$ cat config.mk
export PLATFORM = sky130hd
export DESIGN_NAME = l1_trigger_wb_intercon
export DESIGN_NICKNAME = d
export VERILOG_FILES = /design/src/rtl/l1_trigger_wb_intercon.sv
export SDC_FILE = /design/constraint.sdc
export NUM_CORES = 1
export LEC_CHECK = 0
export BUFFER_PORTS_ARGS = -buffer_cell sky130_fd_sc_hd__buf_2
export CORE_AREA = 2 2 170 172
export DETAILED_ROUTE_END_ITERATION = 6
export DIE_AREA = 0 0 172 174
export MAX_ROUTING_LAYER = met4
export SLEW_MARGIN = 15
export SYNTH_ARGS = -nofsm -noshare
export SYNTH_HDL_FRONTEND = slang
export SYNTH_SLANG_ARGS = --single-unit
$ cat constraint.sdc
create_clock -name wb_clk_i -period 3.62 [get_ports wb_clk_i]
set_input_delay 0.362 -clock wb_clk_i [delete_from_list [all_inputs] [get_ports wb_clk_i]]
set_output_delay 0.362 -clock wb_clk_i [all_outputs]
set_load 0.02 [all_outputs]
$ cat src/rtl/l1_trigger_wb_intercon.sv
// l1_trigger_wb_intercon: registered Wishbone classic decoder from the SURF control bus to four trigger subspaces
module l1_trigger_wb_intercon #(
  parameter int unsigned TIMEOUT_CYCLES = 255,
  parameter logic [31:0] GATED_DATA = 32'h0000_0000
) (
  input  logic        wb_clk_i,
  input  logic        wb_rst_i,
  input  logic        clock_enabled_i,
  input  logic        wb_cyc_i,
  input  logic        wb_stb_i,
  input  logic        wb_we_i,
  input  logic [14:0] wb_adr_i,
  input  logic [31:0] wb_dat_i,
  input  logic [3:0]  wb_sel_i,
  output logic        wb_ack_o,
  output logic        wb_err_o,
  output logic        wb_rty_o,
  output logic [31:0] wb_dat_o,
  output logic        thresh_cyc_o,
  output logic        thresh_stb_o,
  output logic        thresh_we_o,
  output logic [12:0] thresh_adr_o,
  output logic [31:0] thresh_dat_o,
  output logic [3:0]  thresh_sel_o,
  input  logic        thresh_ack_i,
  input  logic        thresh_err_i,
  input  logic        thresh_rty_i,
  input  logic [31:0] thresh_dat_i,
  output logic        control_cyc_o,
  output logic        control_stb_o,
  output logic        control_we_o,
  output logic [12:0] control_adr_o,
  output logic [31:0] control_dat_o,
  output logic [3:0]  control_sel_o,
  input  logic        control_ack_i,
  input  logic        control_err_i,
  input  logic        control_rty_i,
  input  logic [31:0] control_dat_i,
  output logic        agc_cyc_o,
  output logic        agc_stb_o,
  output logic        agc_we_o,
  output logic [12:0] agc_adr_o,
  output logic [31:0] agc_dat_o,
  output logic [3:0]  agc_sel_o,
  input  logic        agc_ack_i,
  input  logic        agc_err_i,
  input  logic        agc_rty_i,
  input  logic [31:0] agc_dat_i,
  output logic        bq_cyc_o,
  output logic        bq_stb_o,
  output logic        bq_we_o,
  output logic [12:0] bq_adr_o,
  output logic [31:0] bq_dat_o,
  output logic [3:0]  bq_sel_o,
  input  logic        bq_ack_i,
  input  logic        bq_err_i,
  input  logic        bq_rty_i,
  input  logic [31:0] bq_dat_i
);
  typedef enum logic [1:0] {IDLE, ACCESS, DONE} state_t;
  localparam int CW = $clog2(TIMEOUT_CYCLES + 1);
  state_t state_q, state_d;
  logic [CW-1:0] cnt_q, cnt_d;
  logic [12:0] adr_q, adr_d;
  logic [31:0] dat_q, dat_d, rdat_q, rdat_d, s_dat;
  logic [3:0] sel_q, sel_d, cyc_q, cyc_d, acks, errs, rtys;
  logic [1:0] sp_q, sp_d;
  logic we_q, we_d, ack_q, ack_d, err_q, err_d, rty_q, rty_d;
  logic req, gated, s_ack, s_err, s_rty, resp, tmo, go, fin;
  assign acks = {bq_ack_i, agc_ack_i, control_ack_i, thresh_ack_i};
  assign errs = {bq_err_i, agc_err_i, control_err_i, thresh_err_i};
  assign rtys = {bq_rty_i, agc_rty_i, control_rty_i, thresh_rty_i};
  assign s_ack = acks[sp_q];
  assign s_err = errs[sp_q];
  assign s_rty = rtys[sp_q];
  assign s_dat = sp_q == 2'd0 ? thresh_dat_i : sp_q == 2'd1 ? control_dat_i :
                 sp_q == 2'd2 ? agc_dat_i : bq_dat_i;
  assign resp = s_ack | s_err | s_rty;
  assign tmo = cnt_q == CW'(TIMEOUT_CYCLES - 1);
  assign req = wb_cyc_i & wb_stb_i;
  assign gated = ~wb_adr_i[14] & ~clock_enabled_i;
  assign go = state_q == IDLE && req;
  assign fin = state_q == ACCESS && (resp || tmo);
  // state and all registered outputs
  always_ff @(posedge wb_clk_i) begin
    if (wb_rst_i) begin
      state_q <= IDLE;
      cnt_q <= '0;
      adr_q <= '0;
      dat_q <= '0;
      sel_q <= '0;
      we_q <= 1'b0;
      sp_q <= '0;
      cyc_q <= '0;
      ack_q <= 1'b0;
      err_q <= 1'b0;
      rty_q <= 1'b0;
      rdat_q <= '0;
    end else begin
      state_q <= state_d;
      cnt_q <= cnt_d;
      adr_q <= adr_d;
      dat_q <= dat_d;
      sel_q <= sel_d;
      we_q <= we_d;
      sp_q <= sp_d;
      cyc_q <= cyc_d;
      ack_q <= ack_d;
      err_q <= err_d;
      rty_q <= rty_d;
      rdat_q <= rdat_d;
    end
  end
  // gated spaces skip ACCESS; a response or timeout ends ACCESS; DONE lasts one cycle
  always_comb begin
    state_d = state_q == IDLE ? (req ? (gated ? DONE : ACCESS) : IDLE) :
              state_q == ACCESS ? (fin ? DONE : ACCESS) : IDLE;
  end
  // latch the request, run the timeout, and form the next response with err > rty > ack
  always_comb begin
    adr_d = go ? wb_adr_i[12:0] : adr_q;
    dat_d = go ? wb_dat_i : dat_q;
    sel_d = go ? wb_sel_i : sel_q;
    we_d = go ? wb_we_i : we_q;
    sp_d = go ? wb_adr_i[14:13] : sp_q;
    cnt_d = state_q == ACCESS ? cnt_q + 1'b1 : '0;
    cyc_d = go && !gated ? 4'b0001 << wb_adr_i[14:13] :
            state_q == ACCESS && !fin ? cyc_q : 4'b0000;
    err_d = fin && (s_err || !resp);
    rty_d = fin && !s_err && s_rty;
    ack_d = (go && gated) || (fin && s_ack && !s_err && !s_rty);
    rdat_d = go && gated ? GATED_DATA :
             !fin ? rdat_q :
             !resp ? 32'hFFFF_FFFF :
             s_ack && !s_err && !s_rty ? s_dat : 32'h0000_0000;
  end
  assign wb_ack_o = ack_q;
  assign wb_err_o = err_q;
  assign wb_rty_o = rty_q;
  assign wb_dat_o = rdat_q;
  assign {thresh_cyc_o, thresh_stb_o} = {2{cyc_q[0]}};
  assign {control_cyc_o, control_stb_o} = {2{cyc_q[1]}};
  assign {agc_cyc_o, agc_stb_o} = {2{cyc_q[2]}};
  assign {bq_cyc_o, bq_stb_o} = {2{cyc_q[3]}};
  assign {thresh_we_o, control_we_o, agc_we_o, bq_we_o} = {4{we_q}};
  assign {thresh_adr_o, control_adr_o, agc_adr_o, bq_adr_o} = {4{adr_q}};
  assign {thresh_dat_o, control_dat_o, agc_dat_o, bq_dat_o} = {4{dat_q}};
  assign {thresh_sel_o, control_sel_o, agc_sel_o, bq_sel_o} = {4{sel_q}};
endmodule

# Yosys cells after proc, flatten, opt, wreduce, memory -nomap -nowiden
# Cells that the tools add are included.
[word_totals]
register_bits = 101
inputBits = 197
out_inout_bits = 243
[op_classes]
shift = 1
eq_ne = 5
n_reduce_logical = 25
mux = 18
n_bitwise = 7
n_addsub = 1
n_lt_le_gt_ge = 1
[op_table]
columns = ["operator", "count"]
rows = [
  ["32-bit two-way mux", 5],
  ["1-bit logical AND", 13],
  ["2-bit two-way mux", 5],
  ["8-bit by 1-bit adder with 8-bit output, second input constant", 1],
  ["8-bit == test, second input constant", 1],
  ["4-bit two-way mux", 2],
  ["1-bit binary-select mux with 2-bit select", 3],
  ["1-bit zero test", 5],
  ["2-bit by 1-bit == test with 1-bit output, second input constant", 2],
  ["2-bit zero test", 2],
  ["2-bit OR reduction", 2],
  ["1-bit by 2-bit << shifter with 4-bit output, first input constant", 1],
  ["1-bit logical OR", 3],
  ["2-bit by 3-bit less-than comparator with 1-bit output, second input constant", 1],
  ["1-bit two-way mux", 3],
  ["1-bit NOT", 3],
  ["1-bit bitwise AND", 2],
  ["2-bit == test, second input constant", 1],
  ["2-bit inequality test, second input constant", 1],
  ["1-bit bitwise OR", 2],
]

# Logic depth before layout (Yosys ltp)
[depth]
word_depth = 10
mapped_depth = 8

# Worst setup path before layout
# OpenSTA, ideal clock, no wires.
[synth_timing]
kind = "register -> register"
startpoint = "register sp_q[0]"
endpoint = "register rdat_q[12], in the netlist wb_dat_o[12]"
setup_time_ns = 0.119
path_slack_ns = 1.506
stages_incl_launch_ff = 8
arrival_ns = 1.996
path_buffers = 3
period_less_slack_ns = 2.114
cell_sequence = "dfxtp_1 -> buf_2 -> mux4_2 -> a2111oi_4 -> nor2b_2 -> buf_6 -> buf_6 -> o221a_1"
[synth_between]
elab_chain_len = 7
word_cells_on_any_way = 22
classes_between = "2 x eq/ne; 11 x mux; 2 x bitwise; 7 x reduce/logical"
[synth_rtl]
columns = ["item", "line", "rtl"]
rows = [
  ["from (decl)", "67", "logic [1:0] sp_q, sp_d;"],
  ["from (signal assigned)", "106", "sp_q <= sp_d;"],
  ["1-bit binary-select mux with 2-bit select", "74", "assign s_err = errs[sp_q];"],
  ["1-bit two-way mux (implied by the code)", "74", ""],
  ["1-bit zero test", "135", "s_ack && !s_err && !s_rty ? s_dat : 32'h0000_0000;"],
  ["1-bit logical AND (2 in series)", "135", ""],
  ["32-bit two-way mux", "135", ""],
  ["32-bit two-way mux", "134", "!resp ? 32'hFFFF_FFFF :"],
  ["to (signal assigned)", "111", "rdat_q <= rdat_d;"],
  ["to (decl)", "65", "logic [31:0] dat_q, dat_d, rdat_q, rdat_d, s_dat;"],
]
# Parallel ways exist; a longest one is shown, timed or not. The select of a mux whose other input is x is not followed.
# A chain may end at the register's enable or synchronous reset.

# Worst setup path in the final report
[layout_timing]
startpoint = "register sp_q[0]"
endpoint = "register rdat_q[13], in the netlist wb_dat_o[13]"
# The elaborated chain is that of the path after synthesis.

==> summary.md <==
| Metric | Value |
|---|---|
| RSZ-0062 raised after global routing | `false` |
| Peak supply drop | `0.174 mV` |
| Clock sinks | `around 100` |
| Hold Fails Final Rpt | `0` |
| Initial antenna violation count | `2` |
| Period Utilization, post-route | `roughly 67%` |
| Psw | `0.000896 W` |
| Crit path to | `wb_dat_o[13]` |
| Int Power | `between 0.0015 and 0.002 W` |
| Hold-fix buffer count after cts | `0` |
| Worst EP arrival | `2690 ps` |
| Fin crit period | `2410 ps` |
| DR vias | `4955` |
| Total Power | `0.00279 W` |
| Comb power frac | `22.0%` |
| Worst setup SP type | `flop` |
| Die Area | `29900 sq um` |
| # rows | `62` |
| Core footprint | `28200 sq um` |
| Cells after Synth | `572` |
| Worst hold path type | `input port to flop` |
| All-Layer GR Usage | `between 10% and 20%` |
| EDFF count, synth | `0` |
| # H-tree levels | `3` |
| R2r worst-path depth | `4` |
| Placed Area | `between 6000 and 7000 sq um` |
| Area of the mapped netlist | `5540 sq um` |
| Worst Max-Slew Pin Slew | `792 ps` |
| Clock power share | `34.4%` |
| CTS Buffer Depth | `2` |
| Critical Path Source | `sp_q[0]` |
| First-pass GRT wire length | `28000 microns` |
| Crit path required time | `3900 ps` |
| Grt total ovfl | `0` |
| Setup TNS | `0 ps` |
| Die Span Y | `174 microns` |
| Die X | `roughly 170 microns` |
| Area leader, netlist | `dfxtp_1` |
| Clk slew on worst S/H paths | `80 ps` |
| Final Cell Area | `7260 sq um` |
| Post-Route WL | `20100 microns` |
| Main synth FF type | `dfxtp_1` |
| Avg WL per Cell | `16.3 microns` |
| Post-synth ARST share | `0%` |
| Synthesis warning total | `0` |
| Initial core utilization | `19.6%` |
| Worst hold slack | `approximately 240 ps` |
| Critical-path maximum fanout | `23` |
| Post-CTS sizing | `0` |
| Total CTS buffers | `9` |
| Net Count, Synth | `771` |
| Lkg Pwr | `3.61 nW` |
| Syn_area_per_cell | `9.69 sq um` |
| IO buf count | `439` |
| Slew headroom | `between 40% and 50%` |
| Clk_skew | `between 9 and 10 ps` |
| DR iter-0 viols | `~200` |
| Cell variety after synth | `35` |
| Area share of the largest cell type after synthesis | `36.5%` |
| Max-slew violations | `0` |
| Vias in the first global route | `4556` |
| Outcome | `finished, final reports clean` |
| Seq/Total Area, Yosys | `between 30% and 40%` |
| Maxcap violations | `0` |
| Root Buffer | `clkbuf_16` |
| Nets@finish | `1037` |
| Clock Latency Late Sink | `350 ps` |
| Layout cells sized above 1 | `59.9%` |
| Commonest non-fill, non-tap cell in the layout | `buf_2` |
| Final setup fails | `0` |
| Number of setup buffers added after CTS | `0` |
| Worst R2R End | `wb_dat_o[13]` |
| Pwr Density | `384 nW/um^2` |
| Largest net degree at the start of global routing | `55` |
| Kind of critical path | `flop to flop` |
| DR pass1 iterations | `4` |
| Max Fclk | `just over 0.4 GHz` |
| Vias/cell | `around 4.0` |
| Reg2Reg Launch Point | `sp_q[0]` |
| Sw Ratio | `32.1%` |
| IO Pins | `440` |
| Top cells by area, synth | `dfxtp_1 (36%), buf_4 (21%), mux4_2 (14%)` |
| CTS tree | `built` |
| ANT nets after route | `0` |
| R2r setup slk | `~1200 ps` |
| Most frequent cells in the layout | `buf_2 (439), nand2_1 (108), dfxtp_1 (99)` |
| DR DRC count | `0` |
| Dpl hpwl | `16100 microns` |
| Sequential Power Share | `43.6%` |
| Area Overhead vs Synth | `30.9%` |
| Critical Path Sink Type | `flop` |
| Gpl congestion | `approximately 0.83` |
| Synthesized flop and latch total | `101` |
per-layer routing:
| layer | global-route usage, % | vias up | wire length [microns] |
|---|---|---|---|
| met2 | 23.3 | 273 | 10400 |
| met1 | 15.0 | 2288 | 8170 |
| li1 | - | 2380 | - |
| met3 | 2.35 | 14 | 1280 |
| met4 | 3.01 | 0 | 218 |
| met5 | - | - | 0 |
area by class of cell:
cell class | count | area (sq um)
inverter | 2 | 7.51
sequential | 101 | 2020
clock inverter | 7 | 57.6
timing repair buffer | 446 | 2250
multi-input combinational | 278 | 2210
tap | 384 | 480
antenna | 1 | 2.50
fill | 3146 | 21000
clock buffer | 9 | 225
Yosys cell counts, types with 3 or more instances:
cell type and number:
nor3_1 3, buf_1 3, buf_2 4, xor2_1 5
o221a_1 32, clkbuf_1 25, nand2b_1 3, dfxtp_1 101
nand3_1 4, buf_4 154, mux4_2 35, nand2_1 108
a21oi_1 54, nor2_1 11, buf_6 5
power by group through the flow:
stage / Clock, W / Combinational (W) / Sequential, W
floorplan: 0 / 0.000403 / 0.00128
global placement: 0 / 0.000616 / 0.00124
detailed placement: 0 / 0.000622 / 0.00124
CTS: 0.00101 / 0.000622 / 0.00122
global route: 0.00105 / 0.000661 / 0.00123
finish: 0.000961 / 0.000612 / 0.00122
sequential cells by signal, indices dropped and copies added, names as in the netlist:
name / flops
cnt_q: 8
agc_dat_o: 32
cyc_q: 4
wb_dat_o: 32
state_q: 2
wb_rty_o: 1
wb_err_o: 1
wb_ack_o: 1
agc_adr_o: 13
sp_q: 2
agc_we_o: 1
agc_sel_o: 4
critical path, cell delays in order, from the launching register on:
cell     delay, ps
dfxtp_2        600
mux4_2         620
nand2_1        610
buf_4          300
o221a_1        210
through the flow:
stage          utilization [%]  setup slack, ps  std cells
2_1_floorplan                -             1510        572
3_3_place_gp              24.7             1250       1211
3_5_place_dp              24.7             1190       1211
4_1_cts                   25.7             1170       1227
5_1_grt                   25.7             1030       1228
6_report                  25.7             1210       1228
worst min path at each step:
| stage | startpoint | to | slack (ps) | depth (start not counted) |
|---|---|---|---|---|
| final | wb_dat_i[6] | agc_dat_o[6] | 240 | 3 |
| after global routing | wb_dat_i[2] | agc_dat_o[2] | 220 | 3 |
| after CTS | wb_dat_i[3] | agc_dat_o[3] | 220 | 3 |
| after detailed placement | agc_adr_o[7] | agc_adr_o[7] | 480 | 2 |
| after global placement | agc_adr_o[2] | agc_adr_o[2] | 470 | 2 |
| after floorplan | cnt_q[0] | cnt_q[0] | 450 | 1 |
cells by family (layout without fill, tap and decap cells):
| logic type | count (synthesis) | count (layout) | synth area share (%) |
|---|---|---|---|
| adder cells (fa/ha/maj) | 2 | 2 | 0.451 |
| other | 0 | 1 | 0 |
| buffers and inverters | 193 | 464 | 24.3 |
| AND/OR/NAND/NOR | 140 | 140 | 10.6 |
| XOR/XNOR | 6 | 6 | 0.948 |
| AO/OA/AOI/OAI | 95 | 95 | 13.0 |
| flip-flops | 101 | 101 | 36.5 |
| multiplexers | 35 | 35 | 14.2 |
Note: power is estimated with default switching activity, not from simulation.
